### src/rtl/mux4_rr_scheduler_if.sv
// Bundle of request, data and grant signals shared between the four
// board-level sources and the round-robin scheduler.
interface mux4_rr_scheduler_if;
    logic [3:0] req;
    logic [3:0] data_in;
    logic [3:0] grant;
    logic [1:0] sel;
    logic       out;
    logic       out_valid;
    logic       busy;

    // Source side: raises requests and presents data, observes the grant.
    modport master (
        output req,
        output data_in,
        input  grant,
        input  sel,
        input  out,
        input  out_valid,
        input  busy
    );

    // Scheduler side: samples requests and data, owns grant and output.
    modport slave (
        input  req,
        input  data_in,
        output grant,
        output sel,
        output out,
        output out_valid,
        output busy
    );
endinterface

### src/rtl/mux4_rr_scheduler.sv
// Round-robin scheduler sharing one 4-to-1 selection path among four
// requesters. Each grant is bounded by a dwell limit, every release is
// followed by a single idle cycle, and the selected data bit is registered
// together with a valid flag one cycle behind the grant.
module mux4_rr_scheduler #(
    parameter int MAX_DWELL = 8,
    parameter int CW        = 8
) (
    input logic           clock,
    input logic           reset,
    mux4_rr_scheduler_if.slave bus
);

    typedef enum logic {
        IDLE  = 1'b0,
        GRANT = 1'b1
    } state_t;

    // Counter value on which the current holder must let go.
    localparam logic [CW-1:0] DWELL_LAST = CW'(MAX_DWELL - 1);

    state_t        state;
    logic [3:0]    grant_q;
    logic [1:0]    sel_q;
    logic          out_q;
    logic          out_valid_q;
    logic          busy_q;
    logic [CW-1:0] dwell;
    logic [1:0]    last;

    logic [1:0]    winner;
    logic          release_now;

    // Rotating-priority search: scan upward from the source after the last
    // one served, wrapping, so the last holder ranks behind everyone else.
    function automatic logic [1:0] pick_winner(input logic [3:0] r,
                                               input logic [1:0] prev);
        logic [1:0] idx;
        logic [1:0] win;
        logic       found;
        win   = 2'd0;
        found = 1'b0;
        for (int k = 1; k <= 4; k++) begin
            idx = prev + 2'(k);
            if (!found && r[idx]) begin
                win   = idx;
                found = 1'b1;
            end
        end
        return win;
    endfunction

    // Winner among the currently asserted requests.
    always_comb begin
        winner = pick_winner(bus.req, last);
    end

    // Holder lets go when it drops its request or its dwell budget is spent.
    always_comb begin
        release_now = (bus.req[sel_q] == 1'b0) || (dwell == DWELL_LAST);
    end

    // Scheduler FSM with all outputs registered.
    always_ff @(posedge clock) begin
        if (reset) begin
            state       <= IDLE;
            grant_q     <= 4'b0000;
            sel_q       <= 2'd0;
            out_q       <= 1'b0;
            out_valid_q <= 1'b0;
            busy_q      <= 1'b0;
            dwell       <= '0;
            last        <= 2'd3;
        end else begin
            case (state)
                IDLE: begin
                    out_q       <= 1'b0;
                    out_valid_q <= 1'b0;
                    if (|bus.req) begin
                        state   <= GRANT;
                        sel_q   <= winner;
                        grant_q <= 4'b0001 << winner;
                        busy_q  <= 1'b1;
                        dwell   <= '0;
                    end
                end
                GRANT: begin
                    out_q       <= bus.data_in[sel_q];
                    out_valid_q <= 1'b1;
                    if (release_now) begin
                        state   <= IDLE;
                        grant_q <= 4'b0000;
                        busy_q  <= 1'b0;
                        last    <= sel_q;
                        dwell   <= '0;
                    end else begin
                        dwell   <= dwell + 1'b1;
                    end
                end
                default: begin
                    state <= IDLE;
                end
            endcase
        end
    end

    assign bus.grant     = grant_q;
    assign bus.sel       = sel_q;
    assign bus.out       = out_q;
    assign bus.out_valid = out_valid_q;
    assign bus.busy      = busy_q;

endmodule
### src/flat_wrapper.sv
// flat-port wrapper written by rule: the top's interface ports become plain ports
module mux4_rr_scheduler_flat 
#(
    parameter int MAX_DWELL = 8,
    parameter int CW        = 8
)
  (clock, reset, bus_req, bus_data_in, bus_grant, bus_sel, bus_out, bus_out_valid, bus_busy);
  mux4_rr_scheduler_if bus_i ();
  input logic clock;
  input logic reset;
  input wire logic [$bits(bus_i.req)-1:0] bus_req;
  input wire logic [$bits(bus_i.data_in)-1:0] bus_data_in;
  output wire logic [$bits(bus_i.grant)-1:0] bus_grant;
  output wire logic [$bits(bus_i.sel)-1:0] bus_sel;
  output wire logic [$bits(bus_i.out)-1:0] bus_out;
  output wire logic [$bits(bus_i.out_valid)-1:0] bus_out_valid;
  output wire logic [$bits(bus_i.busy)-1:0] bus_busy;
  assign bus_i.req = bus_req;
  assign bus_i.data_in = bus_data_in;
  assign bus_grant = bus_i.grant;
  assign bus_sel = bus_i.sel;
  assign bus_out = bus_i.out;
  assign bus_out_valid = bus_i.out_valid;
  assign bus_busy = bus_i.busy;
  mux4_rr_scheduler #(.MAX_DWELL(MAX_DWELL), .CW(CW)) u_core (.clock(clock), .reset(reset), .bus(bus_i));
endmodule
### config.mk
export PLATFORM = sky130hd
export DESIGN_NAME = mux4_rr_scheduler_flat
export DESIGN_NICKNAME = d
export VERILOG_FILES = /design/src/rtl/mux4_rr_scheduler_if.sv /design/src/rtl/mux4_rr_scheduler.sv /design/src/flat_wrapper.sv
export SDC_FILE = /design/constraint.sdc
export NUM_CORES = 1
export LEC_CHECK = 0
export ABC_AREA = 1
export CORE_ASPECT_RATIO = 0.9
export CORE_MARGIN = 4
export CORE_UTILIZATION = 49
export DETAILED_ROUTE_END_ITERATION = 10
export GPL_ROUTABILITY_DRIVEN = 0
export PLACE_DENSITY = 0.82
export REMOVE_ABC_BUFFERS = 1
export SYNTH_ARGS = -nofsm -noshare
export SYNTH_HDL_FRONTEND = slang
export SYNTH_SLANG_ARGS = --single-unit
### constraint.sdc
create_clock -name clock -period 1.65 [get_ports clock]
set_input_delay 0.2475 -clock clock [delete_from_list [all_inputs] [get_ports clock]]
set_output_delay 0.2475 -clock clock [all_outputs]
set_load 0.02 [all_outputs]
# Word-level counts from Yosys, hierarchy flattened

Index checks and enable logic that the tools add are counted.

Bits in registers: 20
Input port bits: 10
Output and inout port bits: 9
Word-level logic and storage cells: 67

$add $sub $neg: 4
Magnitude comparators: 5
Eq/ne operators: 3
Shifts and indexed selects: 1
Mux-type cells: 33
Bitwise operators: 2
Reductions and logical operators: 11

Operators with widths:

| operator                                                                     | number |
|---|---|
| 8-bit two-way mux                                                            | 2 |
| 8-bit case mux with 2 select lines                                           | 1 |
| 2-bit by 3-bit less-than comparator with 1-bit output, second input constant | 5 |
| 1-bit two-way mux                                                            | 13 |
| 1-bit binary-select mux with 2-bit select                                    | 6 |
| 8-bit by 1-bit adder with 8-bit output, second input constant                | 1 |
| 8-bit by 3-bit == test with 1-bit output, second input constant              | 1 |
| 2-bit two-way mux                                                            | 4 |
| 4-bit two-way mux                                                            | 2 |
| 1-bit case mux with 2 select lines                                           | 4 |
| 4-bit case mux with 2 select lines                                           | 1 |
| 2-bit AND reduction                                                          | 3 |
| 2-bit adder, second input constant                                           | 2 |
| 4-bit OR reduction                                                           | 1 |
| 1-bit by 2-bit left shift with 4-bit output, first input constant            | 1 |
| 1-bit logical AND                                                            | 3 |
| 1-bit zero test                                                              | 3 |
| 2-bit by 1-bit adder with 2-bit output, second input constant                | 1 |
| 2-bit by 1-bit inequality test with 1-bit output, second input constant      | 1 |
| 2-bit inequality test, second input constant                                 | 1 |
| 1-bit inverter                                                               | 2 |
| 1-bit logical OR                                                             | 1 |

# Logic depth before layout (Yosys ltp)

Word-level depth: 16
Gate-level depth with buffers: 13
Depth with buffers taken out: 12

# Worst setup path before layout

No wires, ideal clock.

Path type: register to register
Start: reg u_core.sel_q[0] (netlist: u_core.bus.sel[0])
End: reg u_core.grant_q[0] (netlist: u_core.bus.grant[0])
Library setup time: 0.071 ns
Data arrival time: 1.316 ns
Required time: 1.579 ns
Path slack: 0.264 ns
Stages on the path, launching flop included: 11
Buffers on the path: 0
Clock period less this slack: 1.386 ns
Cell sequence: dfxtp_1 inv_2 nand2_1 nand3_1 o21ai_1 nand2_1 nand2_2 nand2_1 inv_1 nand2_1 a21oi_1

Word-level cells in the longest chain between the ends: 6

RTL lines:

| item                                      | RTL line                | RTL |
|---|---|---|
| start, declared                           | mux4_rr_scheduler.sv:24 | `logic [1:0] sel_q;` |
| start signal, assigned                    | mux4_rr_scheduler.sv:81 | `sel_q <= winner;` |
| 1-bit binary-select mux with 2-bit select | mux4_rr_scheduler.sv:60 | `release_now = (bus.req[sel_q] == 1'b0) \|\| (dwell == DWELL_LAST);` |
| 1-bit two-way mux (not written as such)   | mux4_rr_scheduler.sv:60 |  |
| 1-bit inverter                            | mux4_rr_scheduler.sv:60 |  |
| 1-bit logical OR                          | mux4_rr_scheduler.sv:60 |  |
| 2-bit inequality test (no line)           | --                      |  |
| 2-bit AND reduction (no line)             | --                      |  |
| end signal, assigned                      | mux4_rr_scheduler.sv:82 | `grant_q <= 4'b0001 << winner;` |
| end, declared                             | mux4_rr_scheduler.sv:23 | `logic [3:0] grant_q;` |

Every way passes these cells. The select of a mux whose other input is x is not followed.
A chain may end at the register's enable or synchronous reset.

# Worst setup path in the final report

Start: in bus_req[2]
End: reg u_core.grant_q[2] (netlist: u_core.bus.grant[2])

Word-level cells in the longest chain between the ends: 15
Elaborated cells on any way between the ends: 32
Those cells by class: 2 x eq/ne; 1 x shift; 19 x mux; 1 x bitwise; 9 x reduce/logical

RTL lines:

| item                                        | RTL line                | RTL |
|---|---|---|
| start, declared                             | flat_wrapper.sv:11      | `input wire logic [$bits(bus_i.req)-1:0] bus_req;` |
| 1-bit binary-select mux with 2-bit select   | mux4_rr_scheduler.sv:45 | `if (!found && r[idx]) begin` |
| 1-bit two-way mux (not written as such)     | mux4_rr_scheduler.sv:45 |  |
| 1-bit two-way mux                           | mux4_rr_scheduler.sv:45 |  |
| 1-bit zero test                             | mux4_rr_scheduler.sv:45 |  |
| 1-bit logical AND                           | mux4_rr_scheduler.sv:45 |  |
| 1-bit two-way mux                           | mux4_rr_scheduler.sv:45 |  |
| 1-bit zero test                             | mux4_rr_scheduler.sv:45 |  |
| 1-bit logical AND                           | mux4_rr_scheduler.sv:45 |  |
| 1-bit two-way mux                           | mux4_rr_scheduler.sv:45 |  |
| 1-bit zero test                             | mux4_rr_scheduler.sv:45 |  |
| 1-bit logical AND                           | mux4_rr_scheduler.sv:45 |  |
| 2-bit two-way mux                           | mux4_rr_scheduler.sv:45 |  |
| 1-bit by 2-bit left shift with 4-bit output | mux4_rr_scheduler.sv:82 |  |
| 4-bit two-way mux                           | mux4_rr_scheduler.sv:79 | `if (\|bus.req) begin` |
| 4-bit case mux with 2 select lines          | mux4_rr_scheduler.sv:75 | `case (state)` |

Several ways; a longest one is shown, not always the timed one. The select of a mux whose other input is x is not followed.

==> summary.md <==
| Metric | Value |
|---|---|
| Relative slew margins | 0.763 |
| Crit path capture type | register |
| Placed cells | 234 |
| Max-Cap Viols | 0 |
| Clk Latency, worst-skew pair | about 0.3 ns |
| Cts-stage hold buffer count | 0 |
| Final min period | ~1.6 ns |
| I/O pin cnt | 19 |
| Most common cell after layout, fill and taps aside | nand2_1 |
| Final-report setup violation count | 0 |
| Crit-path max FO | 4 |
| Core ar. | ~2300 um2 |
| Htree depth | 1 |
| Die height | around 56 um |
| Max Clock Skew | 0.00128 ns |
| Total global-route track usage | 0.195 |
| TritonCTS Buffers | 3 |
| Netlist cell types | 29 |
| Fin nets | roughly 220 |
| Fill cells | 205 |
| Number of setup buffers added after CTS | 0 |
| Status | completed |
| Warnings from Yosys | 0 |
| Critical path's largest stage delay | ~0.57 ns |
| Worst EP required | 1.88 ns |
| Initial Utilization | 0.538 |
| Initial antenna violation count | 0 |
| Register bit total from synthesis | 20 |
| Setup ws final | between 0.08 and 0.09 ns |
| Iteration-0 DRC Markers | 62 |
| WL final | about 3.2 mm |
| Async SR Flop Fraction | 0 |
| Bufs on Longest Clock Path | 2 |
| CP Cell Sequence | clkdlybuf4s50_1 -> inv_1 -> nand2_2 -> nand3_2 -> nand2_2 -> nand4_1 -> nand2_1 -> nand2_1 -> nor2_2 -> nand3_1 -> a21oi_1 |
| IO Port Bufs | 18 |
| Vias in the first global route | between 1000 and 1500 |
| Final slew viol count | 0 |
| Mapped cell area | 1230 um2 |
| RSZ-0062 raised after global routing | yes |
| Worst-Margin Slew | 0.352 ns |
| Share of cells above drive strength 1 | 0.232 |
| Die footprint | 3370 um2 |
| First-pass GRT wire length | about 5.2 mm |
| Antenna Cells | 0 |
| Maximum achievable frequency | around 640 MHz |
| Drt wl/cell | around 14 um |
| Routed vias/inst | 5.45 |
| Clk sinks | 20 |
| DRC | 0 |
| DRT antenna net count | 0 |
| Worst Hold Class | register to register |
| GR Overflow Total | 0 |
| Hold slack | 0.475 ns |
| Number of synthesized flops with an enable pin | 0 |
| Arr. time, crit path | 1.79 ns |
| Non-Filler Instances | approximately 240 |
| Vias | approximately 1300 |
| CTS tree | done |
| Avg Cell Area, Syn | about 6.7 um2 |
| Layout area overhead | 27.4% |
| DPL Wire Length | about 2.5 mm |
| Max VDD drop | approximately 0.92 mV |
| Placement Setup Slack | -0.239 ns |
| Die Wd | 60.8 um |
| DRT Pass-1 Iters | 4 |
| Hold Vio Cnt, Final | 0 |
| CP max stage cell | clkdlybuf4s50_1 |
| CTS root buf | clkbuf_4 |
| Most frequent cells in the layout | nand2_1, inv_1, nand3_1 |
| CP startpoint kind | input pin |
| Mapped Cells | roughly 180 |
| Critical path type | input pin to register |
| PwrDens | 1090 nW/um2 |
| Final period utilization | 0.946 |
| CTS clk-pin slew, worst paths | around 0.11 ns |
| Leakage power | 0.712 nW |
| Largest net degree at the start of global routing | 13 |
| Ys flop type | dfxtp_1 |
| Row count | 16 |
| Sequential area share after synthesis | 0.326 |
timing repair:
action | 4_1_cts | 5_1_grt
resized for setup | 1 | 18
pin swaps | 0 | 0
setup endpoints to repair | 1 | 15
layer usage:
| metal | vias to the layer above | global-route usage | routed length [um] |
|---|---|---|---|
| li1 | 652 | - | - |
| met1 | 570 | 0.265 | 1380 |
| met2 | 68 | 0.307 | 1580 |
| met3 | 6 | 0.0466 | 219 |
| met4 | 0 | 0.0464 | 46 |
| met5 | - | 0 | 0 |
cells by family after synthesis:
kind of cell	synth area share
AO/OA/AOI/OAI	0.120
XOR/XNOR	0.0214
adder cells (fa/ha/maj)	0.0102
buffers and inverters	0.0967
flip-flops	0.326
AND/OR/NAND/NOR	0.426
path summary, 6_finish.rpt:
| kind | slack, ns | end | cells after the start | from |
|---|---|---|---|---|
| max | 0.09 | u_core.bus.grant[2] | 11 | bus_req[2] |
| min reg2reg | 0.47 | u_core.bus.grant[3] | 2 | u_core.bus.grant[3] |
| min | 0.47 | u_core.bus.grant[3] | 2 | u_core.bus.grant[3] |
| max reg2reg | 0.13 | u_core.bus.grant[2] | 12 | u_core.last[0] |
cell usage after synthesis (2+ instances only):
cell type	count	area, um2
buf_6	2	22.5
dfxtp_1	20	400
nand2_2	14	87.6
xnor2_1	2	17.5
nand3_1	18	90.1
nor2_1	12	45.0
inv_2	2	7.51
nor3_1	4	20.0
o21ai_0	7	35.0
a21oi_1	14	70.1
nand4_1	6	37.5
nor2_2	2	12.5
nand2_4	3	33.8
o211ai_1	2	15.0
inv_1	19	71.3
nand2_1	43	161
metrics by stage:
step / cell area, um2 / TNS [ns] / util / total power [mW]
after floorplan: 1190 / 0 / - / 1.10
after global routing: 1570 / -0.0172 / 0.686 / 1.82
final: 1570 / 0 / 0.686 / 1.70
after detailed placement: 1480 / -1.82 / 0.650 / 1.39
after global placement: 1480 / -0.656 / 0.650 / 1.35
after CTS: 1520 / 0 / 0.666 / 1.67
layout make-up:
type / count / area [um2] / share of cell area
Timing Repair Buffer: 28 / 260 / 0.166
Tap cell: 27 / 33.8 / 0.0216
Clock buffer: 4 / 36.3 / 0.0232
Sequential cell: 20 / 412 / 0.263
Multi-Input combinational cell: 137 / 733 / 0.468
Inverter: 22 / 90.1 / 0.0576
power breakdown:
part           switching, mW  leakage (nW)  internal, mW
clock                  0.146        0.0210         0.135
sequential            0.0613         0.165         0.551
combinational          0.492         0.527         0.317
total                  0.699         0.712          1.00
worst max-delay path: cells and delay by family:
family / cells / cell delay [ns]
simple gates: 8 / 0.73
buf+inv: 2 / 0.67
compound gates: 1 / 0.14
sequential cells by signal, indices dropped and copies added (netlist names):
name,count
u_core.bus.busy,1
u_core.bus.grant,4
u_core.bus.out,1
u_core.bus.out_valid,1
u_core.bus.sel,2
u_core.dwell,8
u_core.last,2
u_core.state,1
(Power assumes the default switching activity.)
